$ cat config.mk
export PLATFORM = sky130hd
export DESIGN_NAME = hdmi_period_scheduler
export DESIGN_NICKNAME = d
export VERILOG_FILES = /design/src/rtl/hdmi_period_scheduler.sv
export SDC_FILE = /design/constraint.sdc
export NUM_CORES = 1
export LEC_CHECK = 0
export BUFFER_PORTS_ARGS = -buffer_cell sky130_fd_sc_hd__buf_2
export CORE_MARGIN = 2
export CORE_UTILIZATION = 40
export DETAILED_ROUTE_END_ITERATION = 6
export GPL_ROUTABILITY_DRIVEN = 0
export GPL_TIMING_DRIVEN = 0
export PLACE_DENSITY = 0.55
export SYNTH_ARGS = -nofsm -noshare
export SYNTH_HDL_FRONTEND = slang
export SYNTH_SLANG_ARGS = --single-unit
$ cat constraint.sdc
create_clock -name i_hdmi_clk -period 1.6 [get_ports i_hdmi_clk]
set_input_delay 0.32 -clock i_hdmi_clk [delete_from_list [all_inputs] [get_ports i_hdmi_clk]]
set_output_delay 0.32 -clock i_hdmi_clk [all_outputs]
set_load 0.02 [all_outputs]
$ cat src/rtl/hdmi_period_scheduler.sv
// HDMI period scheduler: delays pixel/sync by L cycles and uses the look-ahead
// to insert the video preamble and leading guard band ahead of each active run.
module hdmi_period_scheduler #(
    parameter int PREAMBLE_LEN = 8,
    parameter int GUARD_LEN    = 2,
    parameter int MIN_CTRL     = 12,
    parameter int DVI_MODE     = 0
) (
    input  logic        i_hdmi_clk,
    input  logic        i_reset_n,
    input  logic        i_display_enable,
    input  logic        i_hsync,
    input  logic        i_vsync,
    input  logic [23:0] i_rgb,
    output logic [1:0]  o_period,
    output logic [1:0]  o_ctrl0,
    output logic [1:0]  o_ctrl1,
    output logic [1:0]  o_ctrl2,
    output logic [23:0] o_rgb,
    output logic        o_display_enable,
    output logic        o_timing_err
);

    localparam int L       = PREAMBLE_LEN + GUARD_LEN + 1;
    localparam int GAP_MIN = MIN_CTRL + GUARD_LEN;
    localparam int CNT_W   = $clog2(GAP_MIN + 1);

    typedef enum logic [1:0] {
        S_CTRL     = 2'd0,
        S_PREAMBLE = 2'd1,
        S_GUARD    = 2'd2,
        S_VIDEO    = 2'd3
    } state_t;

    logic [L-1:0]     r_de_p;
    logic [L-1:0]     r_hs_p;
    logic [L-1:0]     r_vs_p;
    logic [L-1:0]     r_err_p;
    logic [23:0]      r_rgb_p [L];
    logic [CNT_W-1:0] r_gap_cnt;

    state_t           r_state;
    state_t           w_state_nxt;
    logic             w_guard_win;
    logic             w_pre_win;
    logic             w_rise_in;
    logic             w_gap_short;

    logic             r_de_out;
    logic             r_err_out;
    logic [1:0]       r_ctrl0;
    logic [1:0]       r_ctrl1;
    logic [23:0]      r_rgb_out;

    assign w_rise_in   = i_display_enable & ~r_de_p[0];
    assign w_gap_short = (DVI_MODE == 0) && (r_gap_cnt < CNT_W'(GAP_MIN));

    // Input stage: delay line and blanking-gap counter.
    // The gap counter is held at zero during a run, so after a fall it counts
    // the low cycles of the gap; it leaves reset saturated so the first run is legal.
    always_ff @(posedge i_hdmi_clk or negedge i_reset_n) begin
        if (!i_reset_n) begin
            r_de_p    <= '0;
            r_hs_p    <= '0;
            r_vs_p    <= '0;
            r_err_p   <= '0;
            r_gap_cnt <= CNT_W'(GAP_MIN);
            for (int i = 0; i < L; i++) begin
                r_rgb_p[i] <= '0;
            end
        end else begin
            r_de_p     <= {r_de_p[L-2:0], i_display_enable};
            r_hs_p     <= {r_hs_p[L-2:0], i_hsync};
            r_vs_p     <= {r_vs_p[L-2:0], i_vsync};
            r_err_p    <= {r_err_p[L-2:0], w_rise_in & w_gap_short};
            r_rgb_p[0] <= i_rgb;
            for (int i = 1; i < L; i++) begin
                r_rgb_p[i] <= r_rgb_p[i-1];
            end
            if (i_display_enable) begin
                r_gap_cnt <= '0;
            end else if (r_gap_cnt != CNT_W'(GAP_MIN)) begin
                r_gap_cnt <= r_gap_cnt + 1'b1;
            end
        end
    end

    // Look-ahead decode: a rise that is d cycles old sits between taps d-1 and d.
    // Delayed DE wins over any window, which truncates an overlapping preamble.
    always_comb begin
        w_guard_win = 1'b0;
        w_pre_win   = 1'b0;
        for (int d = 1; d < L; d++) begin
            if (r_de_p[d-1] && !r_de_p[d]) begin
                if (d > PREAMBLE_LEN) begin
                    w_guard_win = 1'b1;
                end else begin
                    w_pre_win = 1'b1;
                end
            end
        end

        w_state_nxt = S_CTRL;
        if (r_de_p[L-1]) begin
            w_state_nxt = S_VIDEO;
        end else if ((DVI_MODE == 0) && w_guard_win) begin
            w_state_nxt = S_GUARD;
        end else if ((DVI_MODE == 0) && w_pre_win) begin
            w_state_nxt = S_PREAMBLE;
        end
    end

    always_ff @(posedge i_hdmi_clk or negedge i_reset_n) begin
        if (!i_reset_n) begin
            r_state <= S_CTRL;
        end else begin
            r_state <= w_state_nxt;
        end
    end

    // Output stage: every encoder-facing signal is registered.
    always_ff @(posedge i_hdmi_clk or negedge i_reset_n) begin
        if (!i_reset_n) begin
            r_de_out  <= 1'b0;
            r_err_out <= 1'b0;
            r_ctrl0   <= 2'b00;
            r_ctrl1   <= 2'b00;
            r_rgb_out <= '0;
        end else begin
            r_de_out  <= r_de_p[L-1];
            r_err_out <= r_err_p[L-1];
            r_ctrl0   <= {r_vs_p[L-1], r_hs_p[L-1]};
            r_ctrl1   <= (w_state_nxt == S_PREAMBLE) ? 2'b01 : 2'b00;
            r_rgb_out <= (w_state_nxt == S_VIDEO) ? r_rgb_p[L-1] : '0;
        end
    end

    assign o_period         = r_state;
    assign o_ctrl0          = r_ctrl0;
    assign o_ctrl1          = r_ctrl1;
    assign o_ctrl2          = 2'b00;
    assign o_rgb            = r_rgb_out;
    assign o_display_enable = r_de_out;
    assign o_timing_err     = r_err_out;

endmodule

==> summary.md <==
| Metric | Value |
|---|---|
| Placed cell area | `between 9000 and 10,000 um^2` |
| List of cells traversed by the critical path | `buf_2` |
| TritonRoute pass-1 iters | `4` |
| Largest net degree at the start of global routing | `between 100 and 150` |
| Area of the mapped netlist | `~9000 um^2` |
| Delay of the slowest cell on the worst path | `roughly 360 ps` |
| Ports | `between 60 and 70` |
| Count of inserted antenna diode cells | `0` |
| Maximum VDD drop | `roughly 0.68 mV` |
| Row count | `54` |
| First-pass GRT wire length | `between 15 and 20 mm` |
| Via count of the first global-routing pass | `approximately 3,600` |
| Switching share of power | `0.193` |
| Die area | `around 24,000 um^2` |
| Setup clock skew after layout | `between 7 and 8 ps` |
| Floorplan Core Area | `22,000 um^2` |
| DRC marker count from the first detailed-route iteration | `~190` |
| Endpoint required time on the critical path | `about 1300 ps` |
| Post-synthesis cell type count | `26` |
| Cell Int Power | `roughly 14 mW` |
| Detailed-route wire length per cell | `around 12 um` |
| Sequential group share of total power | `0.536` |
| Path type of the worst min-delay path | `in -> async` |
| Slowest cell on crit path | `dfrtp_1` |
| Clock tree from TritonCTS | `done` |
| DRC violations left | `0` |
| Total Nets Final | `between 500 and 600` |
| Number of max-cap violations | `0` |
| Synth Area per Inst | `22.3 um^2` |
| Number of CTS-inserted buffers | `35` |
| Final design utilization | `0.505` |
| Bufs and invs on worst path | `1` |
| Post-DP HPWL | `between 4 and 5 mm` |
| Clock Latency Late Sink | `490 ps` |
| Initial Utilization | `0.410` |
| Final worst-path cycle share | `0.827` |
| Syn Inst Count | `404` |
| Total of hold buffers inserted after clock tree synthesis | `27` |
| Arrival time at the worst endpoint | `1000 ps` |
| Clock sink count | `between 300 and 400` |
| Maximum achievable frequency | `around 760 MHz` |
| Top library cells by usage in the layout, fill and taps aside | `dfrtp_1, buf_2, clkbuf_16, dlygate4sd3_1, and2_1` |
| Final Hold Fails | `127` |
| Share of final-layout standard cells stronger than drive strength 1 | `0.226` |
| Remaining antenna violation count after routing | `0` |
| Via-per-instance ratio | `around 4` |
| CTS H-Tree Depth | `2` |
| Yosys Warn Count | `0` |
| Setup repair after global routing missed its margin | `false` |
| Hold slack | `-203 ps` |
| Final setup violating endpoints | `0` |
| Total Routed Length | `9.73 mm` |
| Area added between synthesis and finish | `23.4%` |
| Post-CTS repair timing setup buffer count | `0` |
| Largest delay contributor family on the critical path | `flip-flops` |
| Category of the most critical setup path | `reg -> out` |
| Overall overflow remaining after global route | `0` |
| Buffer depth of the longest clock path | `3` |
| Die span in x | `around 150 um` |
| Initial antenna violation count | `0` |
| Crit Path Max Fanout | `1` |
| Relative slew margins | `0.569` |
| Critical path launch point type | `flip-flop` |
| Static leakage | `roughly 5.2 nW` |
| Flop and latch count out of synthesis | `343` |
| Status | `finished with violations` |
| Share of total power in combinational logic | `0.025` |
| Vias after detailed routing | `~3,300` |
| P per Cell Area | `between 1500 and 2000 nW/um^2` |
| Design area | `about 11,000 um^2` |
| Commonest non-fill, non-tap cell in the layout | `dfrtp_1` |
| Kind of end point of the critical path | `primary output` |
| Post-route insts no fill | `833` |
| Switching power | `around 3.3 mW` |
| Share of total power in the clock network | `0.439` |
| Failing checks | `negative hold slack` |
| Total track usage | `0.0894` |
| Clock edge transition at the registers on the reported setup and hold paths | `about 60 ps` |
| Worst-Margin Slew | `about 650 ps` |
| Count of buffers inserted at the top-level ports | `between 50 and 60` |
| Minimum period implied by the final worst setup slack | `~1300 ps` |
| Final Slew Violations | `0` |
| Fraction of the yosys area taken by sequential cells | `0.955` |
| Cell chosen for the clock root | `clkbuf_16` |
| Die H | `about 150 um` |
| Number of placed instances, taps included | `between 700 and 800` |
metrics by stage:
| stage | power, mW | setup slack, ps | setup TNS (ps) | hold slack (ps) |
|---|---|---|---|---|
| after floorplan | 9.48 | 446 | 0 | 24.4 |
| after global placement | 9.73 | -5430 | -1846040 | 331 |
| after detailed placement | 9.80 | -425 | -51740 | 335 |
| after CTS | 17.5 | 93.3 | 0 | -48.0 |
| after global routing | 18.0 | 59.9 | 0 | -131 |
| final | 17.2 | 277 | 0 | -203 |
path summary, 6_finish.rpt:
| path | slack, ps | from | cells past startpoint | to |
|---|---|---|---|---|
| max in group asynchronous | 390 | i_reset_n | 3 | o_rgb[7] |
| setup reg to reg | 290 | r_gap_cnt[1] | 3 | r_gap_cnt[1] |
| min in group i_hdmi_clk | 340 | r_hs_p[5] | 0 | r_hs_p[6] |
| hold / removal | -200 | i_reset_n | 1 | r_hs_p[0] |
| hold reg to reg | 340 | r_hs_p[5] | 0 | r_hs_p[6] |
| setup / recovery | 280 | o_period[1] | 1 | o_period[1] |
cells in the mapped netlist:
cell	number	share of area
nand3_1	1	0.00056
o31ai_2	1	0.0014
dfstp_2	3	0.0088
nor3b_1	1	0.00083
o22ai_2	1	0.0014
buf_4	3	0.0025
mux2i_1	1	0.0011
nor2_1	6	0.0025
nand2_1	1	0.00042
clkbuf_1	1	0.00042
a211oi_1	1	0.00083
or3_4	1	0.0013
nand3_2	1	0.0011
xnor2_1	1	0.00097
nor4b_4	1	0.0026
and2_1	24	0.017
inv_1	5	0.0021
clkbuf_2	1	0.00056
a21oi_2	1	0.00097
conb_1	1	0.00042
dfrtp_1	340	0.95
ha_1	2	0.0028
a31oi_1	1	0.00070
a311oi_1	1	0.00097
a21oi_1	2	0.0011
nor3_1	2	0.0011
state kept, by name, summed over array words and instances (netlist names):
| name | flops |
|---|---|
| r_rgb_p | 264 |
| o_rgb | 24 |
| r_de_p | 11 |
| r_err_p | 11 |
| r_hs_p | 11 |
| r_vs_p | 11 |
| r_gap_cnt | 4 |
| o_ctrl0 | 2 |
| o_period | 2 |
| o_ctrl1 | 1 |
| o_display_enable | 1 |
| o_timing_err | 1 |
cell type report:
| class | instances | area, um^2 |
|---|---|---|
| buffer | 5 | 31.3 |
| clock buffer | 54 | 1080 |
| clock inverter | 5 | 31.3 |
| fill | 1766 | 10900 |
| inverter | 5 | 18.8 |
| multi-input combinational | 53 | 365 |
| sequential | 343 | 8590 |
| tap | 280 | 350 |
| timing repair buffer | 88 | 636 |
power by group through the flow:
stage	clock network [mW]	logic, mW	registers [mW]
floorplan	0	0.0692	9.41
global placement	0	0.354	9.38
detailed placement	0	0.392	9.40
CTS	7.85	0.443	9.25
global route	8.22	0.491	9.28
finish	7.56	0.428	9.24
logic make-up after synthesis:
family / after synthesis / share of synthesized area
flops: 343 / 0.955
buf+inv: 10 / 0.00556
simple gates: 38 / 0.0271
mux: 1 / 0.00111
other cells: 1 / 0.000417
xor+xnor: 1 / 0.000974
fa+ha+maj: 2 / 0.00278
compound gates: 8 / 0.00737
metal layers:
metal / global-route usage / vias up / part of all wire
met1: 0.102 / 1630 / 0.39
met2: 0.145 / 98 / 0.49
met5: 0 / - / 0
li1: - / 1508 / -
met4: 0.0525 / 0 / 0.045
met3: 0.0324 / 44 / 0.073
repair_timing:
action	in CTS	in global routing
endpoints found under the setup margin	0	125
endpoints found under the hold margin	154	127
gates resized for setup	0	1
No activity file was read; power rests on OpenSTA's default activity.
